<file path="src/rtl/array_arbiter.sv">
// Two-port round-robin arbiter sharing one array memory between two Array-interface requesters.
// The granted requester is routed combinationally to the memory until its transaction handshakes.
`ifndef intN
`define intN 32
`endif
`ifndef addrN
`define addrN 8
`endif
`ifndef intT
`define intT logic [`intN-1:0]
`endif
`ifndef addrT
`define addrT logic [`addrN-1:0]
`endif

module array_arbiter #(
    parameter bit PRIO0 = 1'b1
) (
    input  logic  clk,
    input  logic  rst,
    input  `addrT r0_addr,
    input  logic  r0_we,
    input  `intT  r0_di,
    input  logic  r0_valid,
    output `intT  r0_do,
    output logic  r0_ready,
    input  `addrT r1_addr,
    input  logic  r1_we,
    input  `intT  r1_di,
    input  logic  r1_valid,
    output `intT  r1_do,
    output logic  r1_ready,
    output `addrT arr_addr,
    output logic  arr_we,
    output `intT  arr_di,
    output logic  arr_valid,
    input  `intT  arr_do,
    input  logic  arr_ready,
    output logic  busy
);

    typedef enum logic [1:0] {
        IDLE   = 2'd0,
        GRANT0 = 2'd1,
        GRANT1 = 2'd2
    } state_t;

    state_t state;
    logic   prio;   // 1: requester 0 wins a tie, 0: requester 1 wins
    logic   done;

    assign done  = arr_valid && arr_ready;
    assign busy  = (state != IDLE);
    assign r0_do = arr_do;
    assign r1_do = arr_do;

    // NOTE: every output gets a default before the case so no latch is inferred.
    always_comb begin
        arr_addr  = '0;
        arr_we    = 1'b0;
        arr_di    = '0;
        arr_valid = 1'b0;
        r0_ready  = 1'b0;
        r1_ready  = 1'b0;
        case (state)
            GRANT0: begin
                arr_addr  = r0_addr;
                arr_we    = r0_we;
                arr_di    = r0_di;
                arr_valid = r0_valid;
                r0_ready  = arr_ready;
            end
            GRANT1: begin
                arr_addr  = r1_addr;
                arr_we    = r1_we;
                arr_di    = r1_di;
                arr_valid = r1_valid;
                r1_ready  = arr_ready;
            end
            default: ;
        endcase
    end

    // NOTE: state is updated with non-blocking assignments so every read sees the pre-edge value.
    always_ff @(posedge clk) begin
        if (rst) begin
            state <= IDLE;
            prio  <= PRIO0;
        end else begin
            case (state)
                IDLE: begin
                    if (r0_valid && (!r1_valid || prio))
                        state <= GRANT0;
                    else if (r1_valid)
                        state <= GRANT1;
                end
                GRANT0: begin
                    // On completion the pending valid of the winner is stale; only hand over or idle.
                    if (done) begin
                        prio  <= 1'b0;
                        state <= r1_valid ? GRANT1 : IDLE;
                    end else if (!r0_valid) begin
                        state <= IDLE;
                    end
                end
                GRANT1: begin
                    if (done) begin
                        prio  <= 1'b1;
                        state <= r0_valid ? GRANT0 : IDLE;
                    end else if (!r1_valid) begin
                        state <= IDLE;
                    end
                end
                default: state <= IDLE;
            endcase
        end
    end

endmodule

</file>
<file path="config.mk">
export PLATFORM = sky130hd
export DESIGN_NAME = array_arbiter
export DESIGN_NICKNAME = d
export VERILOG_FILES = /design/src/rtl/array_arbiter.sv
export SDC_FILE = /design/constraint.sdc
export NUM_CORES = 1
export LEC_CHECK = 0
export BUFFER_PORTS_ARGS = -buffer_cell sky130_fd_sc_hd__buf_2
export CORE_AREA = 2 2 88 90
export CTS_CLUSTER_DIAMETER = 60
export DETAILED_ROUTE_END_ITERATION = 16
export DIE_AREA = 0 0 90 92
export HOLD_SLACK_MARGIN = 0.06
export PLACE_DENSITY = 0.6
export RECOVER_POWER = 50
export SETUP_SLACK_MARGIN = 0.15
export SLEW_MARGIN = 20
export SYNTH_ARGS = -nofsm -noshare
export SYNTH_HDL_FRONTEND = slang
export SYNTH_SLANG_ARGS = --single-unit
</file>
<file path="constraint.sdc">
create_clock -name clk -period 1.6 [get_ports clk]
set_input_delay 0.16 -clock clk [delete_from_list [all_inputs] [get_ports clk]]
set_output_delay 0.16 -clock clk [all_outputs]
set_load 0.05 [all_outputs]
</file>
==> implementation parameters, run 1 <==
Parameter                              Value

Status
  Result of the run ... finished, violations left
  Violated checks ... setup timing

Yosys
  Fraction of synthesized cell area taken by the top area cell type ... 0.3450
  Basic-gate share of the synthesized area counting and, or, nand and nor cells ... 0.2228
  Mux cell area share after synthesis ... 0
  Most common cell in the netlist ... sky130_fd_sc_hd__buf_4
  Post-synthesis adder-cell area fraction ... 0.03594
  Async SR Flop Fraction ... 0
  Most frequent cells after synthesis ... sky130_fd_sc_hd__buf_4, sky130_fd_sc_hd__a22oi_1, sky130_fd_sc_hd__nor2b_1
  Synthesis warning total ... 0
  Number of flops mapped to enable cells by yosys ... 0
  Flops & latches, synth ... 3
  Area of the mapped netlist ... 1393 µm²
  Leading area contributor after synthesis ... sky130_fd_sc_hd__buf_4
  Syn Area/Cell ... 7.105 µm²
  Number of library cell types mapped by synthesis ... 22
  Register area share after synthesis ... 0.04313
  Most instantiated flip-flop cell in the synthesis netlist ... sky130_fd_sc_hd__dfxtp_1
  Post-synthesis net count ... 319
  Combinational family with the most area after synthesis ... buffers and inverters
  Leading post-synthesis cells by cell area ... sky130_fd_sc_hd__buf_4, sky130_fd_sc_hd__a22oi_1, sky130_fd_sc_hd__nor2b_1
  Number of standard cells after synthesis ... 196
  Area fraction in compound gates after synthesis ... 0.2875
  Parity-gate share of the synthesized area counting xor and xnor cells ... 0

STA
  Unrepaired setup endpoints after global routing ... true
  Portion of the clock cycle consumed by the worst path in the final layout ... 1.017
  Relative slew slack ... 0.8252
  Final setup violating endpoints ... 15
  Maximum frequency from static timing analysis ... 614.7 MHz
  Setup skew after layout ... 0.0009319 ns
  Actual slew at the worst max-slew pin ... 0.2641 ns
  Min Clock Period, post-route ... 1.627 ns
  Count of final hold-check violations ... 0
  Number of slew-limit violations in the final report ... 0
  Worst Slack Setup Final ... -0.02693 ns

Cells and area
  Layout net count ... 390
  Layout filler cell count ... 733
  Area of the multi-input gates ... 1311 µm²
  Sequential cell area ... 67.56 µm²
  Layout overhead on the synthesized area ... 98.65%
  Core utilization of the finished layout ... 0.3715
  Proportion of layout cells with a drive suffix above 1 ... 0.8985
  Finished Cell Area ... 2766 µm²
  Number of inserted diodes ... 0

Global routing
  GRT overflow ... 0
  Maximum number of pins on one net before global-route repair ... 18
  First-pass GRT wire length ... 8.776 mm
  Overall routing resource usage ... 0.1317
  Vias in the first global route ... 1,699
  Number of antenna violations at the first check in global routing ... 0

Drt
  Via count of the routed design ... 1,672
  # DRC ... 0
  Number of vias per cell after detailed routing ... 4.543
  First-iteration detailed-routing DRC count ... 30
  Avg WL per Cell ... 15.62 µm
  Count of TritonRoute iterations in the first routing pass ... 4
  Post-route ant nets ... 0
  Total wire length ... 5.748 mm

Setup path
  Critical-path maximum fanout ... 14
  Req. time, crit path ... 1.44 ns
  Cells along the critical path ... inv_4 > ha_4 > buf_12 > nor2b_4 > buf_6
  Type of the worst setup path ... flip-flop to output pin
  Largest stage delay on the critical path ... 0.37 ns
  Capturing element type of the critical path ... output pin
  Startpoint Class ... flip-flop
  Critical path's slowest cell ... sky130_fd_sc_hd__dfxtp_4
  WP data arrival ... 1.47 ns

Hold path
  Path type of the worst min-delay path ... input port to flip-flop

Clock network
  Clock-pin slew on the worst setup and hold paths ... 0.03 ns
  Cts-stage hold buffer count ... 0
  Number of buffers added by the clock tree synthesis step ... 3
  Clock buffer depth ... 2
  Library cell used as clock root buffer ... sky130_fd_sc_hd__clkbuf_8
  Clock tree from TritonCTS ... yes
  Number of H-tree levels ... 1
  Insertion delay to the later sink of the worst-skew pair ... 0.21 ns
  Number of clock sinks ... 3

Place
  Number of buffer cells added on primary ports ... 131
  Final weighted congestion of routability-driven global placement ... 0.7706
  Placed inst area ... 2029 µm²
  DP HPWL ... 3.794 mm

Power
  Highest ir drop seen on vdd ... 0.1861 mV
  Leakage power ... 1.099 nW
  Power per cell area ... 583.0 nW/µm²

Floorplan
  Core area ... 7447 µm²
  Floorplan die height ... 92 µm
  Starting utilization of the core area ... 0.1870
  Area of the die ... 8280 µm²
  Number of placement rows ... 32
  Die width ... 90 µm
  Count of boundary I/O pins ... 228

Run
  Max-capacitance violation count ... 0
routing by layer:
layer / vias to the layer above / wire (µm) / track usage
met2: 97 / 3088 / 0.2513
met1: 780 / 1990 / 0.1302
li1: 757 / - / -
met5: - / 0 / 0
met4: 0 / 189 / 0.07051
met3: 38 / 480 / 0.03369
kinds of logic (layout without fill, tap and decap cells):
group / Yosys count / after routing
buf+inv: 84 / 154
compound gates: 53 / 53
flops: 3 / 3
simple gates: 52 / 52
fa+ha+maj: 4 / 4
state kept, by name (all words and copies together), names as in the netlist:
signal  count
prio        1
state       2
path summary, 6_finish.rpt:
kind	start	to	slack, ns	depth (start not counted)
setup / recovery	state[0]$_SDFFE_PP0P_	arr_addr[4]	-0.03	5
hold / removal	rst	state[1]$_SDFFE_PP0P_	0.18	2
setup reg to reg	state[0]$_SDFFE_PP0P_	state[1]$_SDFFE_PP0P_	0.03	6
hold reg to reg	prio$_SDFFE_PP1P_	prio$_SDFFE_PP1P_	0.50	2
cell type report:
type,count,share of cell area
multi-input cells,109,0.4740
repair buffers,145,0.4306
well taps,102,0.04613
flip-flops and latches,3,0.02442
clock buffers,4,0.01628
inverters,5,0.008593
cell usage in the layout (no fill, tap or decap), types with 2 or more instances in the layout:
cell | synthesis | layout
sky130_fd_sc_hd__buf_2 | 1 | 87
sky130_fd_sc_hd__a22oi_2 | 0 | 40
sky130_fd_sc_hd__nor2b_4 | 0 | 40
sky130_fd_sc_hd__buf_6 | 2 | 34
sky130_fd_sc_hd__buf_8 | 0 | 11
sky130_fd_sc_hd__buf_4 | 64 | 6
sky130_fd_sc_hd__nand2_1 | 4 | 4
sky130_fd_sc_hd__buf_12 | 0 | 4
sky130_fd_sc_hd__inv_1 | 5 | 3
sky130_fd_sc_hd__ha_4 | 0 | 3
sky130_fd_sc_hd__clkbuf_8 | 0 | 3
sky130_fd_sc_hd__buf_16 | 0 | 3
sky130_fd_sc_hd__inv_4 | 0 | 2
sky130_fd_sc_hd__and2_4 | 0 | 2
sky130_fd_sc_hd__a22oi_1 | 42 | 2
sky130_fd_sc_hd__a21oi_1 | 2 | 2
sky130_fd_sc_hd__a2bb2oi_1 | 2 | 2
sky130_fd_sc_hd__o32ai_1 | 2 | 2
sky130_fd_sc_hd__dfxtp_4 | 0 | 2
what timing repair did:
| action | 4_1_cts | 5_1_grt |
|---|---|---|
| gates resized for setup | 152 | 8 |
| setup endpoints to repair | 47 | 47 |
| pin swaps | 19 | 0 |
| gates cloned | 3 | 0 |
| buffers inserted | 3 | 0 |
report_power, final:
group | internal [W] | switching [W] | total, W
Combinational | 0.000651 | 0.000653 | 0.00130
Clock | 0.000170 | 0.0000470 | 0.000217
Sequential | 0.0000819 | 0.0000101 | 0.0000919
stage by stage:
stage                     setup WS, ns  std cells   TNS (ns)  power, W  hold slack, ns
after CTS                     -0.03794        368    -0.3553  0.001603          0.1829
final                         -0.02693        368    -0.1470  0.001613          0.1822
after floorplan                0.08171        196          0  0.001247          0.2769
after detailed placement     -0.005955        358  -0.007367  0.001060          0.3205
after global routing          -0.07825        368     -2.224  0.001698          0.1871
after global placement         0.03352        358          0  0.001052          0.3205
critical path: cells and delay by family, from the launching register on:
kind / cells / cell delay (ns)
adder cells (fa/ha/maj): 1 / 0.34
flip-flops: 1 / 0.37
AND/OR/NAND/NOR: 1 / 0.16
buffers and inverters: 3 / 0.38
No activity file was read; power rests on OpenSTA's default activity.
==> run 2, diff against run 1 <==
Clock period 1.6 ns to 1.45 ns, I/O delays scaled along.
==> implementation parameters, run 2 (same netlist as run 1, synthesis figures left out) <==
Parameter                              Value

Status
  Result of the run ... finished, violations left
  Violated checks ... setup timing

Clock network
  Insertion delay to the later sink of the worst-skew pair ... 0.21 ns (about the same)
  Library cell used as clock root buffer ... sky130_fd_sc_hd__clkbuf_8
  Number of H-tree levels ... 1 (unchanged)
  Clock-pin slew on the worst setup and hold paths ... 0.03 ns (about the same)
  Number of buffers added by the clock tree synthesis step ... 3 (unchanged)
  Clock tree from TritonCTS ... yes
  Number of clock sinks ... 3 (unchanged)
  Cts-stage hold buffer count ... 0 (unchanged)
  Clock buffer depth ... 2 (unchanged)

Place
  Number of buffer cells added on primary ports ... 131 (unchanged)
  Placed instance count ... 362 (+1.1%)
  DP HPWL ... 3.925 mm (+3.5%)
  Setup WS pre-CTS ... -0.09372 ns (-0.08776 ns)
  Final weighted congestion of routability-driven global placement ... 0.7270 (-5.7%)

STA
  Unrepaired setup endpoints after global routing ... true
  Setup skew after layout ... 0.004322 ns (+0.003390 ns)
  Min Clock Period, post-route ... 1.604 ns
  Final setup violating endpoints ... 46 (+31)
  Portion of the clock cycle consumed by the worst path in the final layout ... 1.106
  Count of final hold-check violations ... 0 (unchanged)
  Worst Slack Setup Final ... -0.1541 ns (-0.1271 ns)
  Actual slew at the worst max-slew pin ... 0.2655 ns (+0.001416 ns)
  Maximum frequency from static timing analysis ... 623.4 MHz
  Number of slew-limit violations in the final report ... 0 (unchanged)
  Relative slew slack ... 0.8242 (-0.0009370)

Run
  Max-capacitance violation count ... 0 (unchanged)

Setup path
  Path length in cells of the critical path ... 6 (+1)
  Capturing element type of the critical path ... output pin
  Critical path startpoint ... state[0]$_SDFFE_PP0P_
  Type of the worst setup path ... flip-flop to output pin
  Critical path's slowest cell ... sky130_fd_sc_hd__dfxtp_4
  Family with the most delay on the worst path ... buffers and inverters
  Buffers & Inverters on Critical Path ... 4 (+1)
  Launching point of the worst reg2reg path ... state[0]$_SDFFE_PP0P_
  Startpoint Class ... flip-flop
  Worst reg-to-reg path cell count ... 7 (+1)
  Cells along the critical path ... inv_4 > ha_4 > buf_6 > buf_12 > nor2b_4 > buf_8
  Largest stage delay on the critical path ... 0.37 ns (about the same)
  WP data arrival ... 1.46 ns (about the same)
  Critical-path maximum fanout ... 13 (-1)
  Req. time, crit path ... 1.31 ns (-0.13 ns)

Cells and area
  Commonest non-fill, non-tap cells in the layout ... sky130_fd_sc_hd__buf_2, sky130_fd_sc_hd__a22oi_2, sky130_fd_sc_hd__nor2b_4, sky130_fd_sc_hd__buf_6, sky130_fd_sc_hd__buf_8
  Most common cell after layout, fill and taps aside ... sky130_fd_sc_hd__buf_2
  Top flop regs ... state (2), prio (1)
  Post-layout instance count excluding filler cells ... 372 (+1.1%)
  Number of flip-flops under the largest register name ... 2 (unchanged)
  Layout overhead on the synthesized area ... 102.9%
  Proportion of layout cells with a drive suffix above 1 ... 0.9259 (+0.02743)
  Layout net count ... 394 (+1.0%)
  Number of inserted diodes ... 0 (unchanged)
  Largest Register ... state

Floorplan
  Count of boundary I/O pins ... 228 (unchanged)
  Area of the die ... 8280 µm² (unchanged)
  Number of placement rows ... 32 (unchanged)
  Floorplan die height ... 92 µm (unchanged)
  Starting utilization of the core area ... 0.1870 (unchanged)
  Die width ... 90 µm (unchanged)
  Core area ... 7447 µm² (unchanged)

Drt
  Avg WL per Cell ... 15.68 µm (+0.37%)
  Count of TritonRoute iterations in the first routing pass ... 4 (unchanged)
  Post-route ant nets ... 0 (unchanged)
  Total wire length ... 5.832 mm (+1.5%)
  Number of vias per cell after detailed routing ... 4.457 (-1.9%)
  Via count of the routed design ... 1,658 (-0.84%)
  First-iteration detailed-routing DRC count ... 29 (-3.3%)
  # DRC ... 0 (unchanged)

Global routing
  Number of antenna violations at the first check in global routing ... 1 (+1)
  Vias in the first global route ... 1,762 (+3.7%)
  Maximum number of pins on one net before global-route repair ... 24 (+6)
  GRT overflow ... 0 (unchanged)
  First-pass GRT wire length ... 8.832 mm (+0.64%)
  Overall routing resource usage ... 0.1295 (-0.002211)

Hold path
  WHS Path Cells ... 2 (unchanged)
  Startpoint of the tightest hold check path ... rst
  Path type of the worst min-delay path ... input port to flip-flop

Power
  Highest ir drop seen on vdd ... 0.2264 mV (+22%)
  Power per cell area ... 636.8 nW/µm² (+9.2%)
  Leakage power ... 1.122 nW (+2.1%)
run 2: changes by cell type in the layout (fill, tap and decap cells not counted), sizes merged:
cell and change:
buf +4
run 2: worst reg2reg max path: stages (launching register included):
cell                       delay [ns]
sky130_fd_sc_hd__dfxtp_4         0.37
sky130_fd_sc_hd__inv_4           0.05
sky130_fd_sc_hd__ha_4            0.27
sky130_fd_sc_hd__buf_6           0.12
sky130_fd_sc_hd__buf_4           0.12
sky130_fd_sc_hd__nand2_2         0.06
sky130_fd_sc_hd__a2111o_1        0.42
sky130_fd_sc_hd__o32ai_2         0.09
run 2: final timing paths:
check	endpoint	slack, ns
worst max-delay path	arr_di[26]	-0.15
worst min-delay path	state[1]$_SDFFE_PP0P_	0.18
worst max register to register	state[1]$_SDFFE_PP0P_	-0.14
worst min register to register	prio$_SDFFE_PP1P_	0.51
run 2: report_power, final:
| part | internal, W | total, W | switching [W] | leakage (nW) |
|---|---|---|---|---|
| Clock | 0.000187 | 0.000241 | 0.0000539 | 0.0228 |
| Combinational | 0.000730 | 0.00146 | 0.000729 | 1.07 |
| Sequential | 0.0000909 | 0.0000992 | 0.00000832 | 0.0256 |
run 2: per-stage QoR:
stage | util | area (µm²) | power [W] | TNS (ns) | hold WS [ns]
finish | 0.3794 | 2825 | 0.001799 | -5.464 | 0.1773
global route | 0.3794 | 2825 | 0.001888 | -7.795 | 0.1787
CTS | 0.3738 | 2784 | 0.001778 | -5.964 | 0.1751
detailed placement | 0.2836 | 2112 | 0.001225 | -2.427 | 0.2905
global placement | 0.2836 | 2112 | 0.001218 | -1.965 | 0.2905
floorplan | - | 1788 | 0.001427 | 0 | 0.2544
run 2: metal layers:
metal  routed length (µm)  GRT usage  vias to the layer above  part of all wire
li1                     -          -                      762                 -
met1                 1870     0.1188                      780              0.32
met2                 3210     0.2588                       87              0.55
met3                  595    0.04684                       27              0.10
met4                  145    0.04744                        2             0.025
met5                   10          0                        -            0.0017
run 2: cell type report:
class | count | area [µm²]
inverter | 5 | 21.27
tap | 102 | 127.6
multi-input combinational | 109 | 1349
clock buffer | 4 | 45.04
fill | 730 | 4622
sequential | 3 | 65.06
timing repair buffer | 149 | 1217
run 2: timing repair:
item                       CTS  global route
gates resized for setup    147             7
buffers inserted             2             2
cloned                       2             0
setup endpoints to repair   48            47
pin swaps                   17             3
